--- src/rtl/lpc_pkg.sv ---
// rtl/lpc_pkg.sv - shared LPC cycle-type, SYNC and target state definitions
package lpc_pkg;

    typedef enum logic [3:0] {
        ST_IDLE,
        ST_CTDIR,
        ST_ADDR,
        ST_WDATA,
        ST_HTAR0,
        ST_HTAR1,
        ST_SYNC,
        ST_RDATA,
        ST_TTAR0,
        ST_TTAR1,
        ST_IGNORE
    } lpc_state_t;

    localparam logic [3:0] CT_IORD    = 4'b0000;
    localparam logic [3:0] CT_IOWR    = 4'b0010;
    localparam logic [3:0] START_ISA  = 4'b0000;
    localparam logic [3:0] SYNC_READY = 4'b0000;
    localparam logic [3:0] SYNC_SHORT = 4'b0101;
    localparam logic [3:0] TAR_DRIVE  = 4'hF;

endpackage

--- src/rtl/lpc_io_target.sv ---
// rtl/lpc_io_target.sv - LPC I/O-cycle target turning window hits into register strobes
module lpc_io_target
    import lpc_pkg::*;
#(
    parameter logic [15:0] BASE_ADDR  = 16'h03F8,
    parameter int          ADDR_W     = 3,
    parameter int          SYNC_WAITS = 0
) (
    input  logic              lpc_clk,
    input  logic              lpc_rst,
    input  logic              lpc_frame,
    input  logic [3:0]        lpc_ad_in,
    output logic [3:0]        lpc_ad_out,
    output logic              lpc_ad_oe,
    output logic [ADDR_W-1:0] reg_addr,
    output logic              reg_wr,
    output logic [7:0]        reg_wdata,
    output logic              reg_rd,
    input  logic [7:0]        reg_rdata
);

    localparam logic [7:0] WAITS = 8'(SYNC_WAITS);

    lpc_state_t        state_q, state_d;
    logic [7:0]        cnt_q, cnt_d;
    logic [11:0]       addr_q, addr_d;
    logic [15:0]       addr_full;
    logic              is_wr_q, is_wr_d;
    logic [7:0]        rdata_q, rdata_d;
    logic [ADDR_W-1:0] reg_addr_d;
    logic [7:0]        reg_wdata_d;
    logic              reg_wr_d, reg_rd_d, oe_d;
    logic [3:0]        ad_out_d;

    // Three address nibbles already shifted in plus the one on the bus now.
    assign addr_full = {addr_q, lpc_ad_in};

    always_comb begin
        state_d     = state_q;
        cnt_d       = cnt_q;
        addr_d      = addr_q;
        is_wr_d     = is_wr_q;
        rdata_d     = rdata_q;
        reg_addr_d  = reg_addr;
        reg_wdata_d = reg_wdata;
        reg_wr_d    = 1'b0;
        reg_rd_d    = 1'b0;
        oe_d        = 1'b0;
        ad_out_d    = TAR_DRIVE;

        if (!lpc_frame) begin
            // LFRAME# low anywhere restarts START detection; pending strobes are dropped.
            state_d = (lpc_ad_in == START_ISA) ? ST_CTDIR : ST_IDLE;
            cnt_d   = '0;
        end else begin
            case (state_q)
                ST_CTDIR: begin
                    cnt_d = '0;
                    if (lpc_ad_in[3:1] == CT_IORD[3:1]) begin
                        is_wr_d = 1'b0;
                        state_d = ST_ADDR;
                    end else if (lpc_ad_in[3:1] == CT_IOWR[3:1]) begin
                        is_wr_d = 1'b1;
                        state_d = ST_ADDR;
                    end else begin
                        state_d = ST_IGNORE;
                    end
                end
                ST_ADDR: begin
                    addr_d = addr_full[11:0];
                    if (cnt_q == 8'd3) begin
                        cnt_d = '0;
                        if (addr_full[15:ADDR_W] == BASE_ADDR[15:ADDR_W]) begin
                            reg_addr_d = addr_full[ADDR_W-1:0];
                            if (is_wr_q) begin
                                state_d = ST_WDATA;
                            end else begin
                                state_d  = ST_HTAR0;
                                reg_rd_d = 1'b1;
                            end
                        end else begin
                            state_d = ST_IGNORE;
                        end
                    end else begin
                        cnt_d = cnt_q + 8'd1;
                    end
                end
                ST_WDATA: begin
                    if (cnt_q == 8'd0) begin
                        reg_wdata_d[3:0] = lpc_ad_in;
                        cnt_d            = 8'd1;
                    end else begin
                        reg_wdata_d[7:4] = lpc_ad_in;
                        reg_wr_d         = 1'b1;
                        state_d          = ST_HTAR0;
                    end
                end
                ST_HTAR0: begin
                    if (!is_wr_q) begin
                        rdata_d = reg_rdata;
                    end
                    state_d = ST_HTAR1;
                end
                ST_HTAR1: begin
                    cnt_d   = '0;
                    state_d = ST_SYNC;
                end
                ST_SYNC: begin
                    if (cnt_q == WAITS) begin
                        cnt_d   = '0;
                        state_d = is_wr_q ? ST_TTAR0 : ST_RDATA;
                    end else begin
                        cnt_d = cnt_q + 8'd1;
                    end
                end
                ST_RDATA: begin
                    if (cnt_q == 8'd0) begin
                        cnt_d = 8'd1;
                    end else begin
                        state_d = ST_TTAR0;
                    end
                end
                ST_TTAR0: state_d = ST_TTAR1;
                ST_TTAR1: state_d = ST_IDLE;
                default:  state_d = state_q;
            endcase
        end

        // Pad drive is registered, so it follows the state being entered.
        case (state_d)
            ST_SYNC: begin
                oe_d     = 1'b1;
                ad_out_d = (cnt_d < WAITS) ? SYNC_SHORT : SYNC_READY;
            end
            ST_RDATA: begin
                oe_d     = 1'b1;
                ad_out_d = (cnt_d == 8'd0) ? rdata_d[3:0] : rdata_d[7:4];
            end
            ST_TTAR0: begin
                oe_d     = 1'b1;
                ad_out_d = TAR_DRIVE;
            end
            default: begin
                oe_d     = 1'b0;
                ad_out_d = TAR_DRIVE;
            end
        endcase
    end

    always_ff @(posedge lpc_clk or negedge lpc_rst) begin
        if (!lpc_rst) begin
            state_q    <= ST_IDLE;
            cnt_q      <= '0;
            addr_q     <= '0;
            is_wr_q    <= 1'b0;
            rdata_q    <= '0;
            reg_addr   <= '0;
            reg_wdata  <= '0;
            reg_wr     <= 1'b0;
            reg_rd     <= 1'b0;
            lpc_ad_oe  <= 1'b0;
            lpc_ad_out <= TAR_DRIVE;
        end else begin
            state_q    <= state_d;
            cnt_q      <= cnt_d;
            addr_q     <= addr_d;
            is_wr_q    <= is_wr_d;
            rdata_q    <= rdata_d;
            reg_addr   <= reg_addr_d;
            reg_wdata  <= reg_wdata_d;
            reg_wr     <= reg_wr_d;
            reg_rd     <= reg_rd_d;
            lpc_ad_oe  <= oe_d;
            lpc_ad_out <= ad_out_d;
        end
    end

endmodule

--- config.mk ---
export PLATFORM = sky130hd
export DESIGN_NAME = lpc_io_target
export DESIGN_NICKNAME = d
export VERILOG_FILES = /design/src/rtl/lpc_pkg.sv /design/src/rtl/lpc_io_target.sv
export SDC_FILE = /design/constraint.sdc
export NUM_CORES = 1
export LEC_CHECK = 0
export BUFFER_PORTS_ARGS = -buffer_cell sky130_fd_sc_hd__buf_2
export CAP_MARGIN = 25
export CORE_MARGIN = 5
export CORE_UTILIZATION = 57
export CTS_CLUSTER_SIZE = 24
export DETAILED_ROUTE_END_ITERATION = 6
export GPL_TIMING_DRIVEN = 0
export PLACE_DENSITY = 0.79
export SYNTH_ARGS = -nofsm -noshare
export SYNTH_HDL_FRONTEND = slang
export SYNTH_SLANG_ARGS = --single-unit
--- constraint.sdc ---
create_clock -name lpc_clk -period 3.76 [get_ports lpc_clk]
set_input_delay 0.188 -clock lpc_clk [delete_from_list [all_inputs] [get_ports lpc_clk]]
set_output_delay 0.188 -clock lpc_clk [all_outputs]
set_load 0.03 [all_outputs]
After elaboration in Yosys (flattened, before gate mapping)
Index checks and enable logic that the tools add are counted.

Register bits after elaboration: 51. Word-level logic and storage cells: 77. Input port bits: 15.

Magnitude comparators: 1. Muxes and demuxes: 34. Bitwise gates (word level): 1. Add/sub/neg operators: 1. Equality and inequality tests: 15. Reduce and logical (&&, ||, !) cells: 13.

Operator list (count): $mux 8 (7); $mux 4 (10); $pmux 4 s9 (1); $pmux 8 s4 (1); $eq 4x3->1 const B (6); $logic_not 8->1 (2); $eq 13x7->1 const B (1); $eq 4x4->1 const B (3); $mux 1 (12); $reduce_and 3->1 (3); $add 8x1->8 const B (1); $eq 4x2->1 const B (2); $eq 8x2->1 const B (1); $lt 8x1->1 const B (1); $pmux 4 s2 (1); $mux 3 (2); $eq 4x1->1 const B (1); $logic_not 4->1 (1); $reduce_and 4->1 (1); $reduce_or 2->1 (2); $eq 3x1->1 const B (1); $logic_not 3->1 (1); $reduce_or 3->1 (1); $reduce_and 2->1 (1); other kinds (2) (2).

Depth between registers and ports, before layout
Gate-level depths: netlist of the first run.

Depth in word-level cells: 8. Gate-level depth with buffers: 9. Mapped depth without buffers: 9.

Worst setup path before layout of the first run
Ideal clock, no wire load.

Path type: reg2reg. Start point: register cnt_q[3]. End point: register lpc_ad_out[0]. Buffers on the path: 0. Path slack: 0.869 ns. Setup time: 0.077 ns. Cell stages (with the launch flop): 8. Arrival time: 2.814 ns. Clock period less this slack: 2.891 ns. Cells stage by stage: dfrtp_1 -> or4_4 -> o41a_1 -> a32o_1 -> or4_4 -> nor4_4 -> mux2_1 -> a21o_1.

Word-level cells in the longest chain between the ends: 7. Elaborated cells on any way between the ends: 21.

Ends and longest elaborated chain: from (decl) (line lpc_io_target.sv:25) `logic [7:0] cnt_q, cnt_d;`; from (signal assigned) (line lpc_io_target.sv:165) `cnt_q <= cnt_d;`; $eq 8x2->1 / $logic_not 8->1 (equally long branches); $mux 8 (on tied branches); $pmux 8 s4 * (line lpc_io_target.sv:56) `case (state_q)`; $mux 8 * (line lpc_io_target.sv:51) `if (!lpc_frame) begin`; via cnt_d[1] (line lpc_io_target.sv:25); $lt 8x1->1 / $logic_not 8->1 (equally long branches) (line lpc_io_target.sv:133, lpc_io_target.sv:137); $mux 3 / $mux 4 (equally long branches) (line lpc_io_target.sv:133, lpc_io_target.sv:137); $pmux 4 s2 * (line lpc_io_target.sv:130) `case (state_d)`; via ad_out_d[0] (line lpc_io_target.sv:33) `logic [3:0] ad_out_d;`; to (signal assigned) (line lpc_io_target.sv:174) `lpc_ad_out <= ad_out_d;`; to (decl) (line lpc_io_target.sv:13) `output logic [3:0] lpc_ad_out,`.

Mark *: on every way through the listed nets, which the timed path passes. The rest lies on a longest branch. A chain may end at the register's enable or synchronous reset.

Worst setup path after layout of the first run
Same ends and word-level chain as after synthesis.

==> results of run 1 <==
## final timing paths
| check | endpoint | from | slack, ns | cells past startpoint |
|---|---|---|---|---|
| hold / removal | rdata_q[7] | reg_rdata[7] | 0.12 | 2 |
| max in group asynchronous | lpc_ad_out[1] | lpc_rst | 2.79 | 3 |
| setup reg to reg | lpc_ad_out[0] | cnt_q[3] | 0.57 | 7 |
| setup / recovery | lpc_ad_out[0] | cnt_q[3] | 0.57 | 7 |
| hold reg to reg | rdata_q[5] | rdata_q[5] | 0.50 | 1 |
| min in group asynchronous | rdata_q[3] | lpc_rst | 0.37 | 2 |
## stage by stage
step	setup WS [ns]	utilization (%)	hold WS, ns
after floorplan	0.869	-	-0.108
after CTS	0.540	67.0	0.117
after detailed placement	0.546	64.6	0.185
after global placement	0.567	64.1	0.437
final	0.572	67.0	0.122
after global routing	0.417	67.0	0.114
## worst register-to-register path: cells and delay by family (launching register included)
kind | cells | cell delay, ns
AOI/OAI and AO/OA | 4 | 1.32
and+or+nand+nor | 2 | 1.00
DFF | 1 | 0.45
muxes | 1 | 0.37
## report_power, final
part | switching [mW] | internal, mW | total, mW
clock network | 0.178 | 0.151 | 0.329
logic | 0.361 | 0.290 | 0.651
registers | 0.0823 | 0.699 | 0.782
total | 0.621 | 1.14 | 1.76
## metal layers
layer	wire length [um]	part of all wire, %	up-vias	track usage (%)
met4	55	1.1	0	5.50
met1	2300	45	907	26.5
met2	2380	46	65	28.7
met3	377	7.4	6	5.39
met5	0	0	-	0
li1	-	-	917	-
## layout make-up
type	instances	area (um^2)	share of cell area, %
repair buffers	34	190	6.52
flip-flops and latches	51	1280	43.9
clock inverters	1	8.76	0.300
inverters	5	18.8	0.643
clock buffers	7	86.3	2.96
well taps	52	65.1	2.23
plain buffers	9	33.8	1.16
multi-input cells	158	1230	42.3
## layout by cell type (no fill, tap or decap), types with 3 or more instances in the layout
cell type | netlist | final
a21o_1 | 5 | 5
a21oi_1 | 6 | 6
and2_1 | 3 | 3
buf_2 | 0 | 32
clkbuf_1 | 8 | 9
clkbuf_8 | 0 | 6
dfrtp_1 | 47 | 47
dfstp_2 | 4 | 4
inv_1 | 5 | 5
mux2_1 | 4 | 4
mux2_2 | 33 | 33
nand2_1 | 15 | 15
nand2b_1 | 7 | 7
nand3_1 | 6 | 6
nor2_1 | 8 | 8
nor3_1 | 8 | 8
nor4_1 | 3 | 3
o211ai_1 | 5 | 5
o21ai_0 | 7 | 7
o22ai_1 | 3 | 3
or2_2 | 3 | 3
## flip-flops by register name, indices dropped and copies added (netlist names)
name / cells
reg_wdata: 8
reg_wr: 1
cnt_q: 8
lpc_ad_out: 4
reg_rd: 1
reg_addr: 3
rdata_q: 8
lpc_ad_oe: 1
is_wr_q: 1
addr_q: 12
state_q: 4
## timing repair
action | CTS | global route
endpoints found under the hold margin | 18 | 0
setup buffers | 0 | 0
hold buffers | 1 | 0
## logic make-up (layout without fill, tap and decap cells)
| group | after synthesis | in the layout | synth area share [%] |
|---|---|---|---|
| multiplexers | 38 | 38 | 16.6 |
| adder cells (fa/ha/maj) | 2 | 2 | 0.975 |
| flip-flops | 51 | 51 | 49.9 |
| AO/OA/AOI/OAI | 48 | 48 | 14.3 |
| buffers and inverters | 14 | 56 | 2.05 |
| XOR/XNOR | 2 | 2 | 0.682 |
| AND/OR/NAND/NOR | 68 | 68 | 15.4 |
==> out/results.tsv, run 1 <==
metric	value	unit
final slew viol count	0	
Critical Path Source Type	flip-flop	
number of flops mapped to enable cells by yosys	0	
Critical Path End Type	flip-flop	
vias in the first global route	1968	
Final HPWL DP	3740	um
Clock Pin Slew Worst Setup and Hold Paths	0.09	ns
placed cell count	308	
I/O pins	33	
DR vias	1895	
ys async rst share	100	%
CP bufs+invs	0	
CTS tree	yes	
CP required	4.01	ns
layout cell share with drive strength beyond 1	34.0	%
Post-Layout Cell Count	317	
Residual DRC	0	
final WL	5110	um
top cell type's share of synthesized area	45.8	%
Clock Path Buffers	2	
worst hold path class	in -> reg	
final setup vio count	0	
Slowest cell on crit path	or4_4	
Initial Utilization	59.0	%
first-pass GRT wire length	9320	um
root buf cell	clkbuf_8	
First-pass DRT Iterations	4	
net count after synthesis	240	
Final Power	1.76	mW
largest net degree at the start of global routing	31	
final worst path period share	84.8	%
Worst Tran Pin Value	0.658	ns
dpl cell area	2810	um^2
Critical Path AT	3.43	ns
Die Span Y	77.1	um
area grow syn2layout	13.6	%
CP cell instances	or4_4 -> o41ai_4 -> o211ai_1 -> a211o_2 -> nor4_4 -> mux2_1 -> a21o_1	
GR Util All Layers	18.9	%
htree depth	2	
WL/cell	16.1	um
Detailed Route Iter0 Violations	96	
I/O Buffers	32	
Final min period	3.19	ns
worst skew pair latency	0.30	ns
Hold Fails Final Rpt	0	
setup_tns	0	ns
die span in x	77.1	um
count leader, synth	dfrtp_1	
mapped cell area	2570	um^2
Post-synth top cells	dfrtp_1, mux2_2, nand2_1	
Achievable Freq	314	MHz
largest area contributor in the synthesized netlist	dfrtp_1	
VDD IR max	0.000443	V
slowest cell delay on critical path	0.59	ns
max cap viols	0	
Crit Path Category	reg -> reg	
total gr overflow	0	
Mapped Cells	223	
via/cell ratio	5.98	
total CTS buffers	5	
initial antenna violation count	0	
status	complete, no violations	
Final ANT Viol Nets	0	
GP Congestion	0.889	
CTS Sinks	51	
CP top delay family	compound AO/OA/AOI/OAI gates	
Seq/Total Area, Yosys	49.9	%
ys flop type	dfrtp_1	
Worst Path Max Fanout	8	
skew final	0.00375	ns
# diodes	0	
fin nets	281	
Design Area, Final	2920	um^2
Die ar.	5950	um^2
power density cells	604	nW/um^2
Yosys cell types	53	
Slew HR	55.8	%
core area	4350	um^2
Lkg Pwr	1.33	nW
FP Rows	24	
Synth warnings	0	
PostCTS Resize Cnt	0	
Syn Area/Cell	11.5	um^2
Layout fillers	348	
synthesis-stage register bit count	51	
RSZ-0062 raised after global routing	false	
Synth area leaders	dfrtp_1, mux2_2, dfstp_2	
Note: power is estimated with default switching activity, not from simulation.
==> inputs of run 2 (changes only) <==
clock period = 3.2 ns   (was 3.76 ns; I/O delays follow)
==> out/results.tsv, run 2 (synthesized netlist as in run 1, its figures left out) <==
metric	value	unit
status	complete, no violations	
Lkg Pwr	1.34	nW
Residual DRC	0	
sw frac	35.1	%
DR vias	1903	
area grow syn2layout	14.6	%
Clock Path Buffers	2	
Final min period	3.14	ns
First-pass DRT Iterations	4	
I/O pins	33	
# diodes	0	
initial antenna violation count	0	
Internal	1.35	mW
GR Util All Layers	18.9	%
vias in the first global route	1970	
most flop-heavy register	addr_q	
Initial Utilization	59.0	%
Largest register FFs	12	
WL/cell	16.1	um
CTS tree	yes	
setup_tns	0	ns
Final HPWL DP	3740	um
Critical Path End Type	flip-flop	
VDD IR max	0.000520	V
final setup vio count	0	
largest net degree at the start of global routing	31	
worst hold path class	in -> reg	
worst skew pair latency	0.30	ns
Die ar.	5950	um^2
Design Area, Final	2940	um^2
Crit Path Category	reg -> reg	
core area	4350	um^2
Seq pwr share	44.0	%
layout cell share with drive strength beyond 1	35.4	%
Slew HR	55.7	%
FP Rows	24	
Worst Path Max Fanout	7	
final slew viol count	0	
Layout fillers	343	
power density cells	709	nW/um^2
clock share of power	18.5	%
Die Span Y	77.1	um
root buf cell	clkbuf_8	
first-pass GRT wire length	9320	um
I/O Buffers	32	
via/cell ratio	5.95	
Critical Path AT	3.39	ns
commonest non-fill, non-tap cell in the layout	dfrtp_1	
combinational share of power	37.5	%
final WL	5160	um
total gr overflow	0	
dpl cell area	2810	um^2
final worst path period share	98.2	%
CP required	3.45	ns
skew final	0.00534	ns
Worst Tran Pin Value	0.660	ns
Clock Pin Slew Worst Setup and Hold Paths	0.09	ns
GP Congestion	0.889	
Achievable Freq	318	MHz
Critical Path Source Type	flip-flop	
Final ANT Viol Nets	0	
fin nets	284	
max cap viols	0	
die span in x	77.1	um
Net Switching	0.732	mW
total CTS buffers	5	
Detailed Route Iter0 Violations	120	
Hold Fails Final Rpt	0	
CTS Sinks	51	
most frequent cells in the layout	dfrtp_1, mux2_2, buf_2, nand2_1, clkbuf_1	
htree depth	2	
==> run 2: path summary, 6_finish.rpt <==
path                               from            end  slack [ns]  cells past startpoint
setup / recovery               cnt_q[3]  lpc_ad_out[0]        0.06                      9
hold / removal             reg_rdata[7]     rdata_q[7]        0.09                      2
setup reg to reg               cnt_q[3]  lpc_ad_out[0]        0.06                      9
hold reg to reg              rdata_q[0]     rdata_q[0]        0.50                      1
max in group asynchronous       lpc_rst  lpc_ad_out[1]        2.27                      3
min in group asynchronous       lpc_rst     rdata_q[3]        0.34                      2
==> run 2: layout make-up <==
type | instances | area [um^2] | share of cell area, %
clock inverters | 1 | 8.76 | 0.298
flip-flops and latches | 51 | 1280 | 43.6
well taps | 52 | 65.1 | 2.21
clock buffers | 7 | 86.3 | 2.93
multi-input cells | 158 | 1230 | 41.9
repair buffers | 37 | 213 | 7.23
inverters | 5 | 18.8 | 0.638
plain buffers | 9 | 33.8 | 1.15
==> run 2: power by group through the flow <==
stage	Clock (mW)	Combinational [mW]	Sequential (mW)
floorplan	0	0.515	0.982
global placement	0	0.750	0.922
detailed placement	0	0.762	0.934
CTS	0.393	0.766	0.920
global route	0.428	0.879	0.949
finish	0.386	0.782	0.918
==> run 2: layer usage <==
| metal | vias to the layer above | GRT usage, % | routed length, um |
|---|---|---|---|
| li1 | 921 | - | - |
| met1 | 915 | 26.5 | 2320 |
| met2 | 63 | 28.7 | 2440 |
| met3 | 4 | 5.39 | 350 |
| met4 | 0 | 5.50 | 45 |
| met5 | - | 0 | 0 |
==> run 2: per-stage QoR <==
step	hold slack [ns]	power (mW)	worst slack [ns]	utilization, %	std cells
2_1_floorplan	-0.136	1.50	0.309	-	223
3_3_place_gp	0.409	1.67	0.00683	64.1	307
3_5_place_dp	0.157	1.70	-0.0140	64.6	308
4_1_cts	0.0892	2.08	0.0579	67.0	317
5_1_grt	0.0860	2.26	-0.0328	67.6	320
6_report	0.0935	2.09	0.0577	67.6	320
==> run 2: timing repair <==
item	4_1_cts	5_1_grt
buffers inserted	0	3
cloned	0	0
gates resized for setup	0	2
endpoints found under the hold margin	18	0
pin swaps	1	2
hold buffers	1	0
setup endpoints to repair	4	4
==> run 2: worst max-delay path: stages, from the launching register on <==
cell and delay [ns]:
dfrtp_2 0.45, or4_4 0.58, o41ai_4 0.36, buf_4 0.21, a21oi_1 0.06, or4_4 0.54
nor4_4 0.21, buf_4 0.17, mux2_1 0.32, a21o_1 0.18
==> inputs of run 3 (changes only) <==
CORE_UTILIZATION = 50   (was 57)
PLACE_DENSITY = 0.71   (was 0.79)
==> out/results.tsv, run 3 (synthesized netlist as in run 1, its figures left out) <==
metric	value	unit
power density cells	701	nW/um^2
worst setup path end	lpc_ad_out[1]	
Worst Reg-to-Reg Cells	9	
final setup vio count	0	
I/O pins	33	
Critical Path AT	3.33	ns
R2R setup slack	0.11	ns
GR Util All Layers	16.9	%
Detailed Route Iter0 Violations	119	
CTS Sinks	51	
Die ar.	6670	um^2
Achievable Freq	323	MHz
CP bufs+invs	2	
CP top delay family	simple AND/OR/NAND/NOR gates	
GP Congestion	0.841	
RR Startpoint	cnt_q[3]	
worst hold path class	in -> reg	
RSZ-0062 raised after global routing	false	
Final min period	3.09	ns
Post-Layout Cell Count	341	
htree depth	2	
Final ANT Viol Nets	0	
FP Rows	26	
layout cell share with drive strength beyond 1	36.9	%
area grow syn2layout	16.8	%
worst skew pair latency	0.29	ns
most frequent cells in the layout	dfrtp_1, mux2_2, buf_2, nand2_1	
Worst Tran Pin Value	0.647	ns
die span in x	81.7	um
placed cell count	326	
status	complete, no violations	
slowest cell delay on critical path	0.57	ns
First-pass DRT Iterations	4	
setup_tns	0	ns
largest net degree at the start of global routing	33	
Crit Path Category	reg -> reg	
Largest register FFs	12	
most flop-heavy register	addr_q	
max cap viols	0	
Hold Fails Final Rpt	0	
DR vias	1893	
Clock Pin Slew Worst Setup and Hold Paths	0.09	ns
final WL	5270	um
reg2reg end	lpc_ad_out[1]	
Worst Path Max Fanout	6	
total CTS buffers	5	
WL/cell	15.4	um
root buf cell	clkbuf_8	
Final HPWL DP	3830	um
commonest non-fill, non-tap cell in the layout	dfrtp_1	
# diodes	0	
cell count along the critical path	9	
total gr overflow	0	
core area	5040	um^2
via/cell ratio	5.55	
fin util	59.5	%
I/O Buffers	32	
Initial Utilization	50.9	%
Lkg Pwr	1.35	nW
CP startpoint	cnt_q[3]	
Clock Path Buffers	2	
CP required	3.43	ns
Critical Path End Type	flip-flop	
Critical Path Source Type	flip-flop	
vias in the first global route	1847	
final worst path period share	96.7	%
Slowest cell on crit path	or4_4	
Die Span Y	81.7	um
VDD IR max	0.000490	V
CTS tree	yes	
CP cell instances	or4_4 -> o41ai_4 -> buf_4 -> a21oi_1 -> or4_4 -> nor4_4 -> buf_4 -> mux2_1 -> a21o_1	
final slew viol count	0	
first-pass GRT wire length	8760	um
fin nets	287	
Residual DRC	0	
Slew HR	56.3	%
skew final	0.00223	ns
initial antenna violation count	0	
-- run 3: cell types whose count changed in the layout (fill, tap and decap cells not counted), sizes merged --
| cell | previous run | this run |
|---|---|---|
| clkinv | 1 | 0 |
| clkinvlp | 0 | 1 |
| buf | 37 | 40 |
-- run 3: worst min-delay path by stage --
stage	start	end	depth (start not counted)
6_report	reg_rdata[7]	rdata_q[7]	2
5_1_grt	reg_rdata[1]	rdata_q[1]	2
4_1_cts	reg_rdata[2]	rdata_q[2]	2
3_5_place_dp	lpc_rst	rdata_q[2]	1
3_3_place_gp	reg_rdata[4]	rdata_q[4]	2
2_1_floorplan	lpc_rst	addr_q[0]	0
-- run 3: metrics by stage --
stage	total power, mW	instance area [um^2]	setup slack (ns)	hold slack (ns)
floorplan	1.50	2570	0.309	-0.136
global placement	1.67	2820	-0.0108	0.409
detailed placement	1.70	2840	-0.0173	0.148
CTS	2.10	2950	0.0476	0.0969
global route	2.24	3000	0.0226	0.0863
finish	2.10	3000	0.105	0.105
-- run 3: repair_timing --
item | in CTS | in global routing
pin swaps | 1 | 3
setup buffers | 0 | 6
setup endpoints to repair | 4 | 4
gates resized for setup | 0 | 3
hold buffers | 1 | 0
hold endpoints to repair | 17 | 0
gates cloned | 0 | 0
-- run 3: cell type report --
cell class,count,area [um^2]
Inverter,5,18.8
Multi-Input combinational cell,158,1240
Timing Repair Buffer,40,235
Sequential cell,51,1280
Buffer,9,33.8
Clock buffer,7,96.3
Clock inverter,1,7.51
Fill cell,435,2040
Tap cell,70,87.6
-- run 3: worst reg2reg max path, cell delays in order (launching register included) --
cell,delay [ns]
dfrtp_2,0.44
or4_4,0.57
o41ai_4,0.32
buf_4,0.20
a21oi_1,0.06
or4_4,0.54
nor4_4,0.22
buf_4,0.18
mux2_1,0.32
a21o_1,0.18
-- run 3: metal layers --
layer  track usage, %  vias up  part of all wire (%)
met3             3.84        6                   5.2
met4             4.65        0                  0.91
met2             27.7       51                    47
met1             22.6      914                    47
met5                0        -                     0
li1                 -      922                     -
-- run 3: report_power, final --
group	internal, mW	leakage, nW	switching, mW
sequential	0.821	0.660	0.0956
combinational	0.355	0.644	0.430
clock	0.197	0.0505	0.203
